`src/rtl/arm_pipe_pkg.sv`:
```
// Shared pipeline types and constants for the ARM-style core.
// Used by fetch_stage and its skid register.
package arm_pipe_pkg;

   typedef enum logic [1:0] {
      IDLE,
      FETCH,
      HOLD
   } fetch_state_t;

   localparam logic [31:0] BUBBLE_INSTR = 32'h0;
   localparam logic [31:0] PC_STEP      = 32'd4;

endpackage

```
`src/rtl/fetch_skid_reg.sv`:
```
// Holding register for one fetched instruction and its PC+4.
// Captures a word returned while decode is stalled.
module fetch_skid_reg
   import arm_pipe_pkg::*;
(
   input  logic        clk,
   input  logic        reset,
   input  logic        load,
   input  logic        clear,
   input  logic [31:0] d_instr,
   input  logic [31:0] d_pc4,
   output logic [31:0] q_instr,
   output logic [31:0] q_pc4
);

   logic [63:0] data;

   always_ff @(posedge clk or posedge reset) begin
      if (reset) begin
         data <= '0;
      end else if (clear) begin
         data <= {BUBBLE_INSTR, 32'h0};
      end else if (load) begin
         data <= {d_instr, d_pc4};
      end
   end

   assign q_instr = data[63:32];
   assign q_pc4   = data[31:0];

endmodule

```
`src/rtl/fetch_stage.sv`:
```
// Instruction fetch with IF/ID register, imem handshake and branch flush.
// Optional FETCH_PERF_CNT_EN adds saturating fetch/stall counters.
module fetch_stage
   import arm_pipe_pkg::*;
#(
   parameter logic [31:0] RESET_PC = 32'h0000_0000
`ifdef FETCH_PERF_CNT_EN
   ,
   parameter int CNT_W = 16
`endif
) (
   input  logic        clk,
   input  logic        reset,
   output logic        imem_req,
   output logic [31:0] imem_addr,
   input  logic [31:0] imem_rdata,
   input  logic        imem_ack,
   input  logic        stall,
   input  logic        branch_taken,
   input  logic [31:0] branch_target,
   output logic [31:0] ifid_instr,
   output logic [31:0] ifid_pc4,
`ifdef FETCH_PERF_CNT_EN
   output logic [CNT_W-1:0] perf_fetch_cnt,
   output logic [CNT_W-1:0] perf_stall_cnt,
`endif
   output logic        ifid_valid
);

   fetch_state_t state;
   logic [31:0]  pc;
   logic [31:0]  pc_next;
   logic [31:0]  tgt;
   logic [31:0]  skid_instr;
   logic [31:0]  skid_pc4;
   logic         in_fetch;
   logic         in_hold;
   logic         skid_load;
   logic         skid_clear;

   assign imem_addr = pc;
   assign pc_next   = pc + PC_STEP;
   assign tgt       = branch_target & ~32'h3;
   assign in_fetch  = (state == FETCH);
   assign in_hold   = (state == HOLD);

   // Capture returned data only when decode refuses it and no redirect.
   assign skid_load  = in_fetch && !branch_taken && imem_ack && stall;
   assign skid_clear = in_hold && branch_taken;

   fetch_skid_reg u_skid (
      .clk     (clk),
      .reset   (reset),
      .load    (skid_load),
      .clear   (skid_clear),
      .d_instr (imem_rdata),
      .d_pc4   (pc_next),
      .q_instr (skid_instr),
      .q_pc4   (skid_pc4)
   );

   always_ff @(posedge clk or posedge reset) begin
      if (reset) begin
         state      <= IDLE;
         pc         <= RESET_PC;
         imem_req   <= 1'b0;
         ifid_instr <= BUBBLE_INSTR;
         ifid_pc4   <= '0;
         ifid_valid <= 1'b0;
      end else begin
         unique case (state)
            IDLE: begin
               state    <= FETCH;
               imem_req <= 1'b1;
            end
            FETCH: begin
               if (branch_taken) begin
                  pc         <= tgt;
                  ifid_valid <= 1'b0;
                  ifid_instr <= BUBBLE_INSTR;
               end else if (imem_ack && !stall) begin
                  ifid_instr <= imem_rdata;
                  ifid_pc4   <= pc_next;
                  ifid_valid <= 1'b1;
                  pc         <= pc_next;
               end else if (imem_ack) begin
                  state    <= HOLD;
                  imem_req <= 1'b0;
               end else if (!stall) begin
                  ifid_valid <= 1'b0;
               end
            end
            HOLD: begin
               if (branch_taken) begin
                  pc         <= tgt;
                  ifid_valid <= 1'b0;
                  ifid_instr <= BUBBLE_INSTR;
                  state      <= FETCH;
                  imem_req   <= 1'b1;
               end else if (!stall) begin
                  ifid_instr <= skid_instr;
                  ifid_pc4   <= skid_pc4;
                  ifid_valid <= 1'b1;
                  pc         <= pc_next;
                  state      <= FETCH;
                  imem_req   <= 1'b1;
               end
            end
            default: begin
               state    <= IDLE;
               imem_req <= 1'b0;
            end
         endcase
      end
   end

`ifdef FETCH_PERF_CNT_EN
   logic fetch_inc;

   assign fetch_inc = !branch_taken && !stall &&
                      ((in_fetch && imem_ack) || in_hold);

   always_ff @(posedge clk or posedge reset) begin
      if (reset) begin
         perf_fetch_cnt <= '0;
         perf_stall_cnt <= '0;
      end else begin
         if (fetch_inc && !(&perf_fetch_cnt)) begin
            perf_fetch_cnt <= perf_fetch_cnt + 1'b1;
         end
         if (stall && !(&perf_stall_cnt)) begin
            perf_stall_cnt <= perf_stall_cnt + 1'b1;
         end
      end
   end
`endif

endmodule

```
`config.mk`:
```
export PLATFORM = sky130hd
export DESIGN_NAME = fetch_stage
export DESIGN_NICKNAME = d
export VERILOG_FILES = /design/src/rtl/arm_pipe_pkg.sv /design/src/rtl/fetch_skid_reg.sv /design/src/rtl/fetch_stage.sv
export SDC_FILE = /design/constraint.sdc
export NUM_CORES = 1
export LEC_CHECK = 0
export CORE_UTILIZATION = 30
export DETAILED_ROUTE_END_ITERATION = 8
export PLACE_DENSITY_LB_ADDON = 0.1
export SYNTH_ARGS = -nofsm -noshare
export SYNTH_HDL_FRONTEND = slang
export SYNTH_SLANG_ARGS = --single-unit
```
`constraint.sdc`:
```
create_clock -name clk -period 7.8 [get_ports clk]
set_input_delay 0.78 -clock clk [delete_from_list [all_inputs] [get_ports clk]]
set_output_delay 0.78 -clock clk [all_outputs]
set_load 0.005 [all_outputs]
```
==> results by group, run 1 <==
Drt
  • Routed length on met3: 1382 um
  • # DRC: 0
  • Routed WL: 24550 um
  • Top sig layer: met5
  • Post-route ant nets: 0
  • Routed WL per cell: 19.62 um
  • Via count: 6460
  • First-pass iteration count of the detailed router: 5
  • Starting DRT DRC Count: 332
  • WL met1: 11790 um
  • Wire length on met2: 11070 um
  • Via-to-Cell Ratio: 5.164

Clock network
  • Number of buffers created by CTS: 17
  • Htree depth: 4
  • Clock tree buffer depth: 2
  • CTS Hold Buffers Added: 0
  • Root buf cell: clkbuf_16
  • Clock latency on the worst-skew pair: 0.43 ns
  • Clk sink count: 157
  • Worst-path clk slew: 0.07 ns
  • Post-CTS Setup Repair Bufs: 0
  • Post-CTS Resized: 0
  • CTS tree: built

Place
  • HPWL after detailed placement: 15550 um
  • DP Area: 0.009630 mm^2
  • Placer congestion estimate: 0.7367
  • Placed Cells: 1219
  • Port Buffers: 160

Power and ir drop
  • Gate power share: 0.396
  • Switching Fraction: 0.3840
  • Pint: 0.002389 W
  • Leak Pwr: 4.178 nW
  • Flop pwr share: 0.390
  • VDD IR-drop max: 229.0 uV
  • P_sw: 0.001489 W
  • Power Density: 380.0 mW/mm^2
  • Clk pwr share: 0.215

Worst setup path
  • Setup crit end kind: register
  • Worst EP required: 8.12 ns
  • Worst Path Arrival: 3.17 ns
  • Worst Setup SP: branch_taken
  • Nature of the critical path startpoint: input pin
  • CP max FO: 89
  • Reg-to-Reg End: ifid_pc4[19]
  • Critical R2R Launch: state[0]
  • Crit Path Class: input pin to register
  • R2R cell count: 6
  • R2R setup slack: 4.97 ns

Cells and area
  • Final Cell Area: 0.01020 mm^2
  • Share of cells above drive strength 1: 0.07275
  • Layout Nets: 981
  • Most common cell after layout, fill and taps aside: clkdlybuf4s50_1
  • Most frequent cells in the layout: clkdlybuf4s50_1, dfrtp_1, nand2_1
  • Post-Route Utilization: 0.4018
  • Diode count: 0
  • Filler cell count: 2589
  • Non-filler cells in the finished layout: 1251
  • Synth-to-Final Area Change: 30.52%

Hold path
  • Hold WC Path Type: register to register
  • Hold path depth: 2
  • HP Start: u_skid.data[12]
  • Worst Hold End: u_skid.data[12]

Synth
  • Synthesized cell area: 0.007819 mm^2
  • Main synth FF type: dfrtp_1
  • Syn Inst Count: 792
  • Post-synth EDFFs: 0
  • Netlist cell types: 61
  • Syn_area_per_cell: 9.872 um^2
  • Post-synthesis sequential area ratio: 0.5025
  • FFs w/ async S/R, synth: 1.000
  • Synth warn: 0
  • Synth Register Bits: 157

Global route
  • Pin count of the biggest net entering global routing: 90
  • First-pass GRT wire length: 38430 um
  • Initial antenna violation count: 2
  • Total global-route track usage: 0.1907
  • GR Overflow Total: 0
  • Number of global-route vias before repair: 6410

Timing
  • Setup TNS: 0 ns
  • Hold Violations, Final: 0
  • FMAX: 350.6 MHz
  • Final setup fails: 0
  • Tmin final: 2.852 ns
  • RSZ-0062 raised after global routing: false
  • Max Slew Vio Count: 0
  • Max-slew headroom: 0.2441
  • Slew @ Worst Pin: 1.133 ns
  • Fin crit share: 0.3657
  • Clock Skew: 0.01008 ns

Floorplan
  • Initial core utilization: 0.3078
  • Core ar.: 0.02540 mm^2
  • Die footprint: 0.02671 mm^2
  • # IOs: 167
  • Die Height: 163.4 um
  • Row Count: 58
  • DIE WIDTH: 163.4 um

Job
  • Max-cap violations: 0

Outcome
  • Status: finished, final reports clean
-- cell type report --
cell class	count	area, um^2	area share
Multi-Input combinational cell	548	3565	0.3493
Inverter	16	65.06	0.006376
Timing Repair Buffer	168	1659	0.1626
Tap cell	330	412.9	0.04046
Sequential cell	157	3929	0.3850
Clock inverter	15	148.9	0.01459
Clock buffer	17	425.4	0.04169
-- layer usage --
metal,global-route usage,up-vias
li1,-,3098
met1,0.2695,3184
met2,0.2868,154
met3,0.05079,20
met4,0.04630,4
met5,0,-
-- through the flow --
step                      hold WS (ns)  power (W)  setup slack (ns)
after floorplan                 0.4418   0.002295             2.785
after global placement          0.4547   0.003064             4.459
after detailed placement        0.4621   0.003082             4.441
after CTS                       0.4773   0.003932             4.894
after global routing            0.4911   0.004175             4.765
final                           0.4740   0.003878             4.948
-- flip-flops by register name, indices dropped and copies added (netlist names) --
register and flops:
ifid_valid 1, u_skid.data 62, ifid_instr 32, state 2
imem_addr 30, ifid_pc4 30
-- critical path, cell delays in order --
cell and delay [ns]:
buf_4 0.09, buf_4 0.75, inv_1 0.83, nor2_1 0.32, a31oi_1 0.06, o22a_1 0.22
-- synth_stat cells (7+ instances only) --
| master | number | area, um^2 |
|---|---|---|
| mux2i_1 | 37 | 370.4 |
| nor2_1 | 36 | 135.1 |
| xor2_1 | 7 | 61.31 |
| and3_1 | 16 | 100.1 |
| a31oi_1 | 11 | 68.82 |
| nor3_1 | 16 | 80.08 |
| a21oi_1 | 24 | 120.1 |
| xnor2_1 | 12 | 105.1 |
| clkbuf_1 | 39 | 146.4 |
| dfrtp_1 | 157 | 3929 |
| buf_2 | 25 | 125.1 |
| nand4_1 | 9 | 56.30 |
| o21ai_0 | 76 | 380.4 |
| a2bb2oi_1 | 7 | 61.31 |
| o31ai_1 | 32 | 240.2 |
| a22o_1 | 45 | 394.1 |
| nand2_1 | 95 | 356.6 |
| nand3_1 | 34 | 170.2 |
| inv_1 | 16 | 60.06 |
-- worst max-delay path by stage --
stage,depth (start not counted),endpoint,slack [ns]
after global routing,6,imem_addr[31],4.77
after floorplan,1,ifid_instr[0],2.79
after global placement,6,imem_addr[24],4.46
final,6,imem_addr[31],4.95
after CTS,6,imem_addr[24],4.89
after detailed placement,6,imem_addr[24],4.44
-- power groups by stage --
stage / clock network [W] / registers [W] / logic [W]
finish: 0.000833 / 0.00151 / 0.00153
detailed placement: 0 / 0.00152 / 0.00156
global placement: 0 / 0.00152 / 0.00154
floorplan: 0 / 0.00141 / 0.000885
global route: 0.000897 / 0.00157 / 0.00171
CTS: 0.000856 / 0.00151 / 0.00156
-- logic make-up after synthesis --
logic type,synth area share
compound gates,0.1924
xor+xnor,0.02128
fa+ha+maj,0.006401
buf+inv,0.04929
flops,0.5025
mux,0.04737
other cells,0.0004796
simple gates,0.1804
Note: power is estimated with default switching activity, not from simulation.
==> run 2: changes to the inputs <==
clock period = 2.3 ns   (was 7.8 ns; I/O delays follow)
==> results by group, run 2 (same netlist as run 1, synthesis figures left out) <==
Outcome
  • Status: finished, final reports clean

Drt
  • Routed WL per cell: 19.05 um
  • Via-to-Cell Ratio: 5.101
  • # DRC: 0
  • Routed WL: 24800 um
  • Starting DRT DRC Count: 385
  • Post-route ant nets: 0
  • First-pass iteration count of the detailed router: 5
  • Via count: 6641

Floorplan
  • DIE WIDTH: 163.4 um
  • Core ar.: 0.02540 mm^2
  • Initial core utilization: 0.3078
  • # IOs: 167
  • Die Height: 163.4 um
  • Row Count: 58
  • Die footprint: 0.02671 mm^2

Global route
  • Pin count of the biggest net entering global routing: 59
  • GR Overflow Total: 0
  • First-pass GRT wire length: 39510 um
  • Initial antenna violation count: 0
  • Number of global-route vias before repair: 6607
  • Total global-route track usage: 0.1951

Worst setup path
  • Cell depth of the worst setup path: 8
  • CP max stage cell: or3b_1
  • Worst Setup SP: state[1]
  • Reg-to-Reg End: imem_addr[16]
  • Crit-path cells: inv_1 > ha_2 > or3b_1 > o311ai_4 > buf_12 > buf_12 > or4_1 > o2111ai_1
  • Nature of the critical path startpoint: register
  • Crit-path leading delay family: simple AND/OR/NAND/NOR gates
  • Slowest cell delay on critical path: 0.42 ns
  • Worst path bufs/invs: 3
  • Setup crit end kind: register
  • Crit Path Class: register to register
  • Crit path top cell by count: buf_12
  • Critical path endpoint: imem_addr[16]
  • Worst EP required: 2.60 ns
  • Critical R2R Launch: state[1]
  • CP max FO: 46
  • R2R setup slack: 0.21 ns
  • Worst Path Arrival: 2.39 ns
  • R2R cell count: 8

Cells and area
  • Most common cell after layout, fill and taps aside: clkdlybuf4s50_1
  • Final Cell Area: 0.01073 mm^2
  • Top reg by flops: u_skid.data
  • Layout Nets: 1032
  • Max FFs per register: 62
  • Diode count: 0
  • Share of cells above drive strength 1: 0.1224
  • Filler cell count: 2489
  • Synth-to-Final Area Change: 37.25%
  • Most frequent cells in the layout: clkdlybuf4s50_1, dfrtp_1, nand2_1
  • Biggest regs: u_skid.data x62, ifid_instr x32
  • Non-filler cells in the finished layout: 1302

Timing
  • Fin crit share: 0.9086
  • Hold Violations, Final: 0
  • FMAX: 478.5 MHz
  • Max Slew Vio Count: 0
  • Tmin final: 2.090 ns
  • WHS: 0.2523 ns
  • RSZ-0062 raised after global routing: false
  • Max-slew headroom: 0.5575
  • Clock Skew: 0.01498 ns
  • Setup TNS: 0 ns
  • Final setup fails: 0
  • Slew @ Worst Pin: 0.6624 ns

Power and ir drop
  • VDD IR-drop max: 714.4 uV
  • Flop pwr share: 0.356
  • Gate power share: 0.438
  • Leak Pwr: 4.466 nW
  • Clk pwr share: 0.206
  • Switching Fraction: 0.3764
  • Power Density: 1282 mW/mm^2
  • P_sw: 0.005177 W
  • Pint: 0.008577 W

Hold path
  • Hold WC Path Type: input pin to asynchronous set/reset pin

Clock network
  • Worst-path clk slew: 0.07 ns
  • Number of buffers created by CTS: 17
  • CTS tree: built
  • Root buf cell: clkbuf_16
  • Clock latency on the worst-skew pair: 0.43 ns
  • Htree depth: 4
  • CTS Hold Buffers Added: 0
  • Clock tree buffer depth: 2
  • Clk sink count: 157

Place
  • DP Area: 0.01013 mm^2
  • HPWL after detailed placement: 17320 um
  • Placer congestion estimate: 0.7983
  • Placed Cells: 1269
  • Port Buffers: 160

Job
  • Max-cap violations: 0
## run 2: stage by stage
| stage | setup WS [ns] | utilization | power, W |
|---|---|---|---|
| detailed placement | 0.1164 | 0.3988 | 0.01096 |
| finish | 0.2103 | 0.4225 | 0.01375 |
| floorplan | 0.08312 | - | 0.007783 |
| CTS | 0.1306 | 0.4214 | 0.01387 |
| global placement | 0.1158 | 0.3988 | 0.01091 |
| global route | 0.04858 | 0.4225 | 0.01479 |
## run 2: how the worst min path moves through the flow
stage                               start              end  slack (ns)  cells after the start
after detailed placement  u_skid.data[13]  u_skid.data[13]        0.46                      2
final                               reset    ifid_instr[2]        0.25                      2
after CTS                           reset    ifid_instr[0]        0.26                      2
after global placement    u_skid.data[13]  u_skid.data[13]        0.46                      2
after global routing                reset    ifid_instr[2]        0.29                      2
after floorplan            imem_rdata[29]  u_skid.data[61]        0.37                      1
## run 2: cell type report
cell class / instances / area [um^2] / area share
clock inverter: 15 / 150.1 / 0.01399
sequential: 157 / 3929 / 0.3661
tap: 330 / 412.9 / 0.03848
clock buffer: 17 / 425.4 / 0.03964
multi-input combinational: 548 / 3571 / 0.3328
inverter: 16 / 63.81 / 0.005946
timing repair buffer: 219 / 2180 / 0.2031
## run 2: repair_timing
action	4_1_cts	5_1_grt
endpoints found under the setup margin	0	3
gates resized for setup	0	2
buffers inserted	0	1
## run 2: power groups by stage
stage | combinational, W | sequential (W) | clock, W
3_3_place_gp | 0.00598 | 0.00493 | 0
2_1_floorplan | 0.00300 | 0.00478 | 0
3_5_place_dp | 0.00602 | 0.00493 | 0
6_report | 0.00602 | 0.00489 | 0.00284
4_1_cts | 0.00605 | 0.00490 | 0.00292
5_1_grt | 0.00668 | 0.00506 | 0.00304
## run 2: per-layer routing
layer / routed length, um / track usage / share of wire / vias up
li1: - / - / - / 3207
met3: 1189 / 0.04368 / 0.048 / 11
met2: 11160 / 0.2912 / 0.45 / 135
met5: 0 / 0 / 0 / -
met1: 12260 / 0.2845 / 0.49 / 3288
met4: 194 / 0.04333 / 0.0078 / 0
